## src/rtl/button_pkg.sv

```systemverilog
// Shared types and default timing constants for the button gesture logic.
//   click_st_t          : gesture decoder state encoding
//   TICK_DIV_100MHZ_1MS : clk cycles per 1 ms timebase tick at 100 MHz
//   LONG_TICKS_DEF      : default long-press threshold in ticks
//   GAP_TICKS_DEF       : default double-click gap window in ticks
package button_pkg;

  typedef enum logic [2:0] {
    C_IDLE   = 3'd0,
    C_PRESS1 = 3'd1,
    C_HELD   = 3'd2,
    C_GAP    = 3'd3,
    C_PRESS2 = 3'd4
  } click_st_t;

  localparam int unsigned TICK_DIV_100MHZ_1MS = 100000;
  localparam int unsigned LONG_TICKS_DEF      = 800;
  localparam int unsigned GAP_TICKS_DEF       = 250;

endpackage

```

## src/rtl/click_timer.sv

```systemverilog
// Prescaled timebase for the click decoder: a prescaler producing one tick
// every TICK_DIV clocks, plus a saturating count of ticks since the last clear.
//   clk      : system clock, rising edge
//   reset    : asynchronous active-high reset
//   clear    : synchronous restart of prescaler and tick counter
//   tick     : high in the last prescaler cycle of each TICK_DIV period
//   tick_cnt : ticks seen since the last clear, saturating at all-ones
module click_timer
  import button_pkg::*;
#(
  parameter int unsigned TICK_DIV = TICK_DIV_100MHZ_1MS,
  parameter int unsigned TICK_W   = 12
) (
  input  logic              clk,
  input  logic              reset,
  input  logic              clear,
  output logic              tick,
  output logic [TICK_W-1:0] tick_cnt
);

  localparam int unsigned      PRE_W   = $clog2(TICK_DIV);
  localparam logic [PRE_W-1:0] PRE_MAX = PRE_W'(TICK_DIV - 1);

  logic [PRE_W-1:0]  pre_q, pre_d;
  logic [TICK_W-1:0] cnt_q, cnt_d;

  assign tick     = (pre_q == PRE_MAX);
  assign tick_cnt = cnt_q;

  always_comb begin
    pre_d = pre_q + 1'b1;
    cnt_d = cnt_q;
    if (tick) begin
      pre_d = '0;
      if (cnt_q != '1) begin
        cnt_d = cnt_q + 1'b1;
      end
    end
    if (clear) begin
      pre_d = '0;
      cnt_d = '0;
    end
  end

  always_ff @(posedge clk or posedge reset) begin
    if (reset) begin
      pre_q <= '0;
      cnt_q <= '0;
    end else begin
      pre_q <= pre_d;
      cnt_q <= cnt_d;
    end
  end

endmodule

```

## src/rtl/click_decoder.sv

```systemverilog
// Classifies a clean button level into short click, double click and long
// press gestures, timed by a prescaled tick timebase restarted on every state
// change.
//   clk          : system clock, rising edge
//   reset        : asynchronous active-high reset
//   btn_level    : debounced, clk-synchronous button level (1 = pressed)
//   short_click  : one-cycle pulse, single short press recognised
//   double_click : one-cycle pulse, two presses within the gap window
//   long_press   : one-cycle pulse, first press held for LONG_TICKS
//   held         : high while in the held state
//   event_cnt    : wrapping count of all recognised events
module click_decoder
  import button_pkg::*;
#(
  parameter int unsigned TICK_DIV   = TICK_DIV_100MHZ_1MS,
  parameter int unsigned LONG_TICKS = LONG_TICKS_DEF,
  parameter int unsigned GAP_TICKS  = GAP_TICKS_DEF,
  parameter int unsigned TICK_W     = 12
) (
  input  logic       clk,
  input  logic       reset,
  input  logic       btn_level,
  output logic       short_click,
  output logic       double_click,
  output logic       long_press,
  output logic       held,
  output logic [7:0] event_cnt
);

  localparam logic [TICK_W-1:0] LONG_LAST = TICK_W'(LONG_TICKS - 1);
  localparam logic [TICK_W-1:0] GAP_LAST  = TICK_W'(GAP_TICKS - 1);

  click_st_t         state_q, state_d;
  logic              tick;
  logic [TICK_W-1:0] tick_cnt;
  logic              long_to, gap_to;

  logic       short_q, short_d;
  logic       double_q, double_d;
  logic       long_q, long_d;
  logic       held_q, held_d;
  logic [7:0] event_cnt_q, event_cnt_d;

  // Restarting the timebase in the decision cycle makes the entry cycle of the
  // new state see prescaler=0, so timeout T lands on its T*TICK_DIV-th cycle.
  click_timer #(
    .TICK_DIV (TICK_DIV),
    .TICK_W   (TICK_W)
  ) u_timer (
    .clk      (clk),
    .reset    (reset),
    .clear    (state_d != state_q),
    .tick     (tick),
    .tick_cnt (tick_cnt)
  );

  assign long_to = tick && (tick_cnt == LONG_LAST);
  assign gap_to  = tick && (tick_cnt == GAP_LAST);

  always_comb begin
    state_d  = state_q;
    short_d  = 1'b0;
    double_d = 1'b0;
    long_d   = 1'b0;
    case (state_q)
      C_IDLE: begin
        if (btn_level) state_d = C_PRESS1;
      end
      C_PRESS1: begin
        // Release takes priority over a coincident long timeout.
        if (!btn_level) begin
          state_d = C_GAP;
        end else if (long_to) begin
          state_d = C_HELD;
          long_d  = 1'b1;
        end
      end
      C_HELD: begin
        if (!btn_level) state_d = C_IDLE;
      end
      C_GAP: begin
        // A second press takes priority over a coincident gap timeout.
        if (btn_level) begin
          state_d = C_PRESS2;
        end else if (gap_to) begin
          state_d = C_IDLE;
          short_d = 1'b1;
        end
      end
      C_PRESS2: begin
        if (!btn_level) begin
          state_d  = C_IDLE;
          double_d = 1'b1;
        end
      end
      default: state_d = C_IDLE;
    endcase
    held_d      = (state_d == C_HELD);
    event_cnt_d = event_cnt_q + {7'd0, (short_d | double_d | long_d)};
  end

  always_ff @(posedge clk or posedge reset) begin
    if (reset) begin
      state_q     <= C_IDLE;
      short_q     <= 1'b0;
      double_q    <= 1'b0;
      long_q      <= 1'b0;
      held_q      <= 1'b0;
      event_cnt_q <= '0;
    end else begin
      state_q     <= state_d;
      short_q     <= short_d;
      double_q    <= double_d;
      long_q      <= long_d;
      held_q      <= held_d;
      event_cnt_q <= event_cnt_d;
    end
  end

  assign short_click  = short_q;
  assign double_click = double_q;
  assign long_press   = long_q;
  assign held         = held_q;
  assign event_cnt    = event_cnt_q;

endmodule

```

## config.mk

```make
export PLATFORM = sky130hd
export DESIGN_NAME = click_decoder
export DESIGN_NICKNAME = d
export VERILOG_FILES = /design/src/rtl/button_pkg.sv /design/src/rtl/click_timer.sv /design/src/rtl/click_decoder.sv
export SDC_FILE = /design/constraint.sdc
export NUM_CORES = 1
export LEC_CHECK = 0
export ABC_AREA = 0
export CORE_AREA = 2 2 101 84
export CTS_CLUSTER_SIZE = 20
export DETAILED_ROUTE_END_ITERATION = 10
export DIE_AREA = 0 0 103 86
export GPL_ROUTABILITY_DRIVEN = 0
export PLACE_DENSITY = 0.49
export RECOVER_POWER = 50
export SYNTH_ARGS = -nofsm -noshare
export SYNTH_HDL_FRONTEND = slang
export SYNTH_SLANG_ARGS = --single-unit
export TNS_END_PERCENT = 30
```

## constraint.sdc

```tcl
create_clock -name clk -period 3.4 [get_ports clk]
set_clock_uncertainty 0.2 [all_clocks]
set_input_delay 0.51 -clock clk [delete_from_list [all_inputs] [get_ports clk]]
set_output_delay 0.51 -clock clk [all_outputs]
set_load 0.01 [all_outputs]
```

==> impl_metrics.yaml, run 1 <==
logic_synthesis:
  syn_inst: 234
  ys.warnings.count: 0
  syn_area_per_cell_um2: 9.822
  synth_top_area_share_pct: 47.90
  synth_fp_nets: 242
  ys_async_sr_fraction_pct: 100.0
  synth_cell_types: 39
  ys_ff_latch: 44
  yosys.area.top_type: "dfrtp_1"
  syn_area_mm2: 0.002298
  post_synth_main_area_contributors: "dfrtp_1 48%, xnor2_1 7.6%, xor2_1 5.0%"
  post_synth_most_frequent_cells: "44 x dfrtp_1, 30 x nor2_1, 22 x nand2_1"
  yosysMostFrequentCell: "dfrtp_1"
  synth_edf_count: 0
  synth_top_flop_cell: "dfrtp_1"
  synth-seq-area-share_pct: 47.90
die:
  dieHeight_um: 86
  top_level_ports: 15
  design.die.area_mm2: 0.008858
  die-width_um: 103
  start_util_pct: 29.60
  core_region_area_mm2: 0.007765
  rows: 29
layout:
  layout.core_utilization_pct: 34.03
  final_net_count: 258
  areaGrowthSynthToFinish_pct: 14.97
  layout.filler_cells: 835
  antenna-diode-count: 0
  layout-drive-gt1-share_pct: 8.800
worst_setup_path:
  worstSetupStartpointType: "flop"
  path_common_cell: "ha_1"
  critPathBufInv: 0
  worst_path_largest_cell_delay_ns: 0.39
  timing.critical_path.slowest_stage_cell: "dfrtp_1"
  data_required_time_of_the_critical_path_ns: 3.38
  path_cells: "ha_1, and4_1, nand4_1, nor4_1, nor2b_1, or3_1, ha_1, and3_1, nand3_1, or2_2, xnor2_1"
  path_delay_family: "simple AND/OR/NAND/NOR gates"
  setup.worst_path.end_class: "flop"
  crit_arrival_ns: 3.05
  path_max_fanout: 6
  worst-setup-path-type: "reg -> reg"
sta:
  timing.final.crit_share_pct: 90.30
  report.final.slew_viol_count: 45
  setup_ws_ns: 0.3300
  grt_setup_unrepaired: "no"
  worst_max_slew_margin_expressed_relative_to_the_limit_pct: -10.15
  fmax_ghz: 0.3257
  setup-violations-final: 0
  period_minus_slack_ns: 3.070
  final.setup.tns_ns: 0
  final-hold-violation-count: 0
  max_slew.worst_pin.slew_ns: 1.650
grt:
  overall_fraction_of_global_route_tracks_in_use_pct: 11.38
  wire_length_of_the_first_global_routing_pass_mm: 7.914
  grt_antenna_before_repair: 0
  grt_overflow: 0
  grt_max_degree: 45
  vias_in_the_first_global_route: 1612
min_path:
  worst_hold_path_type: "reg -> reg"
clock_tree:
  insertion_delay_ns: 0.29
  count_of_instances_resized_after_the_clock_tree_is_built: 0
  number_of_cts_inserted_buffers: 5
  cts.repair_timing.setup_buffer_count: 0
  cts_htree_levels: 2
  postCtsHoldBufs: 0
  numClockSinks: 44
  clk_pin_slew_ns: 0.07
  ctsLongestPathBuffers: 2
  tritoncts: "yes"
  root_buffer: "clkbuf_8"
detailed_routing:
  vias_per_cell: 4.668
  route.detailed.drc: 0
  detail_route.wl_per_cell_um: 12.88
  drt_iter0_drc: 73
  drt.antenna.violating_nets: 0
  totalWireLength_mm: 4.610
  drt-pass1-iter-count: 4
  routed_vias: 1671
pwr:
  comb_power_share_pct: 25.4
  vdd_drop_max_mv: 0.2271
  clock_power_share_pct: 26.2
  power.switching_fraction_pct: 33.50
  seq_power_share_pct: 48.4
  leakage_nw: 1.093
  p_per_area_mw_per_mm2: 511.5
  cell_internal_pwr_w: 0.0008989
  power.switching_w: 0.0004528
place:
  dp_worst_setup_slack_ns: 0.3348
  numPortBuffers: 14
  dp_hpwl_mm: 3.146
outcome:
  result_of_the_run: "finished, violations left"
  violations: "max-capacitance violations, max-slew violations"
run:
  cap_viol_max_count: 1
layout make-up:
| class | count | area (um2) | share of cell area, % |
|---|---|---|---|
| inverters | 4 | 15.01 | 0.5682 |
| well taps | 108 | 135.1 | 5.114 |
| clock buffers | 7 | 96.34 | 3.646 |
| flip-flops and latches | 44 | 1101 | 41.67 |
| multi-input cells | 175 | 1114 | 42.14 |
| repair buffers | 20 | 181.4 | 6.866 |
cell usage in the layout (no fill, tap or decap), drive strengths merged, types with 2 or more instances in the layout:
cell           count
nor3              16
and4               3
nor2              30
nor4bb             2
nand2b             2
nand2             22
buf                5
xor2              13
nor4               6
clkdlybuf4s50      8
xnor2             20
ha                 5
a221oi             2
dlygate4sd3        6
nor4b              2
inv                4
nor3b              2
and3               5
dfrtp             44
o21ai              4
a21oi              4
nand3             14
nand4              7
nor2b              3
clkbuf             8
or2                2
or3                3
flip-flops by register name (all words and copies together) (netlist names):
signal / flops
u_timer.tick_cnt: 12
double_click: 1
long_press: 1
u_timer.pre_q: 17
event_cnt: 8
short_click: 1
state_q: 3
held: 1
through the flow:
stage / instance area (um2) / hold slack [ns] / std cells / power (W)
3_3_place_gp: 2550 / 0.2791 / 351 / 0.001021
6_report: 2643 / 0.2804 / 358 / 0.001352
3_5_place_dp: 2550 / 0.2664 / 351 / 0.001013
4_1_cts: 2646 / 0.2857 / 358 / 0.001380
5_1_grt: 2643 / 0.3211 / 358 / 0.001441
2_1_floorplan: 2298 / 0.2610 / 234 / 0.0009201
power by group through the flow:
stage	registers, W	logic, W	clock network (W)
2_1_floorplan	0.000629	0.000291	0
3_3_place_gp	0.000663	0.000358	0
3_5_place_dp	0.000662	0.000350	0
4_1_cts	0.000652	0.000353	0.000375
5_1_grt	0.000665	0.000383	0.000393
6_report	0.000654	0.000343	0.000355
cell families after synthesis:
| logic type | share of synthesized area [%] |
|---|---|
| flip-flops | 47.90 |
| AO/OA/AOI/OAI | 4.246 |
| XOR/XNOR | 12.57 |
| adder cells (fa/ha/maj) | 2.722 |
| AND/OR/NAND/NOR | 28.91 |
| buffers and inverters | 3.647 |
per-layer routing:
layer  share of wire [%]  track usage, %  vias to the layer above
met1                  55           17.39                      796
met5                   0               0                        -
li1                    -               -                      842
met2                  40           15.82                       28
met4                0.82           3.230                        0
met3                 3.5           2.689                        5
path summary, 6_finish.rpt:
check | start | end | slack [ns] | cells past startpoint
worst min-delay path | event_cnt[7] | event_cnt[7] | 0.28 | 1
min in group asynchronous | reset | event_cnt[6] | 0.97 | 2
worst min register to register | event_cnt[7] | event_cnt[7] | 0.28 | 1
worst max-delay path | u_timer.pre_q[0] | event_cnt[7] | 0.33 | 11
worst max register to register | u_timer.pre_q[0] | event_cnt[7] | 0.33 | 11
max in group asynchronous | reset | u_timer.tick_cnt[2] | 1.06 | 2
Power figures use the tool's default switching activity.
==> run 2: changes to the inputs <==
Settings changed: CORE_AREA 2 2 101 84 to 3 3 102 85, DIE_AREA 0 0 103 86 to 0 0 105 88, RECOVER_POWER 50 to default.
==> run 2 against run 1 <==
The run now ends clean. Sequential power decreased by 2%. Count of clock-buffer cells in the layout decreased by 1. Total power increased by 4.0%. Setup slack got worse by 0.043 ns. Clock power increased by 13%. Largest power group unchanged. Critical path depth unchanged. Routed wire length increased by 1.2%. Maximum frequency decreased by 1.4%. Largest cell class unchanged. Hold slack improved by 0.010 ns.
==> impl_metrics.yaml, run 2 (synthesis results as in run 1) <==
detailed_routing:
  route.detailed.drc: 0
  drt.antenna.violating_nets: 0
  detail_route.wl_per_cell_um: 12.96
  vias_per_cell: 4.639
  routed_vias: 1670
  totalWireLength_mm: 4.667
  drt-pass1-iter-count: 4
  drt_iter0_drc: 56
die:
  design.die.area_mm2: 0.009240
  rows: 29
  start_util_pct: 29.60
  core_region_area_mm2: 0.007765
  top_level_ports: 15
  dieHeight_um: 88
  die-width_um: 105
layout:
  final_net_count: 259
  antenna-diode-count: 0
  postLayoutCellArea_mm2: 0.002671
  layout-drive-gt1-share_pct: 10.32
  commonest_cells_after_routing_fill_and_taps_aside: "44 x dfrtp_1, 30 x nor2_1, 22 x nand2_1"
  most_common_library_cell_in_the_layout_ignoring_fill_and_taps: "dfrtp_1"
  layout.filler_cells: 806
  flip_flop_count_of_the_largest_register_all_copies_and_words_added: 17
  areaGrowthSynthToFinish_pct: 16.22
  top_register: "u_timer.pre_q"
grt:
  grt_max_degree: 45
  wire_length_of_the_first_global_routing_pass_mm: 8.073
  groute.layer.met2.usage_pct: 15.26
  grt_util_met1_pct: 16.17
  vias_in_the_first_global_route: 1669
  met3_usage_pct: 2.727
  grt_most_used_layer: "met1"
  overall_fraction_of_global_route_tracks_in_use_pct: 10.90
  grt_antenna_before_repair: 0
  grt_overflow: 0
sta:
  timing.final.crit_share_pct: 91.55
  worst_max_slew_margin_expressed_relative_to_the_limit_pct: 39.11
  grt_setup_unrepaired: "no"
  fmax_ghz: 0.3213
  report.final.slew_viol_count: 0
  period_minus_slack_ns: 3.113
  final-hold-violation-count: 0
  final.setup.tns_ns: 0
  setup-violations-final: 0
  max_slew.worst_pin.slew_ns: 0.9120
clock_tree:
  cts_htree_levels: 2
  insertion_delay_ns: 0.30
  ctsLongestPathBuffers: 2
  tritoncts: "yes"
  cts.repair_timing.setup_buffer_count: 0
  numClockSinks: 44
  root_buffer: "clkbuf_8"
  number_of_cts_inserted_buffers: 5
  clk_pin_slew_ns: 0.08
place:
  dp_hpwl_mm: 3.169
  post_dp_cell_area_mm2: 0.002557
  numPortBuffers: 14
pwr:
  seq_power_share_pct: 45.4
  cell_internal_pwr_w: 0.0009444
  totalPowerFinal_w: 0.001406
  leakage_nw: 1.091
  power.switching_fraction_pct: 32.83
  p_per_area_mw_per_mm2: 526.3
  vdd_drop_max_mv: 0.1999
  comb_power_share_pct: 26.1
  power.switching_w: 0.0004615
  clock_power_share_pct: 28.6
worst_setup_path:
  timing.critical_path.slowest_stage_cell: "dfrtp_1"
  worstSetupStartpointType: "flop"
  setup.worst_path.end_class: "flop"
  critPathBufInv: 0
  path_max_fanout: 6
  data_required_time_of_the_critical_path_ns: 3.39
  path_delay_family: "simple AND/OR/NAND/NOR gates"
  path_common_cell: "ha_1"
  path_cells: "ha_1, and4_1, nand4_1, nor4_2, nor2b_1, or3_1, ha_1, and3_1, nand3_1, or2_2, xnor2_1"
  worst-setup-path-type: "reg -> reg"
  crit_arrival_ns: 3.10
  worst_path_largest_cell_delay_ns: 0.39
run:
  cap_viol_max_count: 0
min_path:
  worst_hold_path_type: "reg -> reg"
outcome:
  result_of_the_run: "finished clean"
-- run 2: cell types whose count changed in the layout (fill, tap and decap cells not counted) --
cell             previous run  this run
buf_4                       5         7
dlygate4sd3_1               6         0
nor4_2                      0         1
bufinv_16                   0         1
inv_1                       4         3
inv_2                       0         1
nor4_1                      6         5
clkinv_2                    0         1
clkbuf_8                    7         5
clkdlybuf4s50_1             8        14
-- run 2: final cells by class --
cell class	instances	area, um2	share of cell area (%)
well taps	108	135.1	5.059
repair buffers	21	192.7	7.213
clock buffers	6	72.57	2.717
inverters	4	15.01	0.5621
clock inverters	2	35.03	1.311
flip-flops and latches	44	1101	41.22
multi-input cells	175	1120	41.92
-- run 2: stage by stage --
step	util [%]	cells	hold slack, ns	setup slack, ns
detailed placement	32.94	352	0.2653	0.2553
finish	34.40	360	0.2908	0.2872
global route	34.40	360	0.3024	0.02649
CTS	34.32	360	0.2880	0.2334
global placement	32.94	352	0.2795	0.2717
floorplan	-	234	0.2610	0.5525
-- run 2: worst paths after layout --
check / startpoint / slack [ns] / cells after the start / endpoint
min: event_cnt[7] / 0.29 / 1 / event_cnt[7]
min in group asynchronous: reset / 0.53 / 2 / event_cnt[6]
min reg2reg: event_cnt[7] / 0.29 / 1 / event_cnt[7]
max reg2reg: u_timer.pre_q[0] / 0.29 / 11 / event_cnt[7]
max in group asynchronous: reset / 1.90 / 2 / state_q[0]
max: u_timer.pre_q[0] / 0.29 / 11 / event_cnt[7]
-- run 2: power by group through the flow --
stage	registers [W]	logic, W	clock network, W
after global routing	0.000651	0.000419	0.000431
after floorplan	0.000629	0.000291	0
final	0.000638	0.000367	0.000401
after global placement	0.000650	0.000381	0
after CTS	0.000638	0.000378	0.000417
after detailed placement	0.000647	0.000376	0
-- run 2: worst reg2reg max path: cells and delay by family, from the launching register on --
kind | cells | cell delay (ns)
xor+xnor | 1 | 0.12
fa+ha+maj | 2 | 0.43
flops | 1 | 0.39
simple gates | 8 | 1.86
-- run 2: what timing repair did --
item / 4_1_cts / 5_1_grt
gates resized for setup: 0 / 1
endpoints found under the setup margin: 0 / 1
hold buffers: 0 / 0
-- run 2: layer usage --
metal	vias up	routed length [um]	share of wire [%]
met5	-	0	0
met4	0	49	1.0
met3	5	154	3.3
met2	27	1825	39
met1	799	2638	57
li1	839	-	-
==> run 3: changes to the inputs <==
==> constraint.sdc (replaced) <==
create_clock -name clk -period 3.4 [get_ports clk]
set_clock_uncertainty 0.2 [all_clocks]
set_input_delay 0.51 -clock clk [delete_from_list [all_inputs] [get_ports clk]]
set_output_delay 0.51 -clock clk [all_outputs]
set_load 0.05 [all_outputs]
==> results of run 3 <==
The final DEF is identical to that of run 2. Status: finished clean.
Among the figures that moved: total power 0.001406 W -> 0.001467 W; worst IR drop on VDD 0.1999 mV -> 0.2976 mV
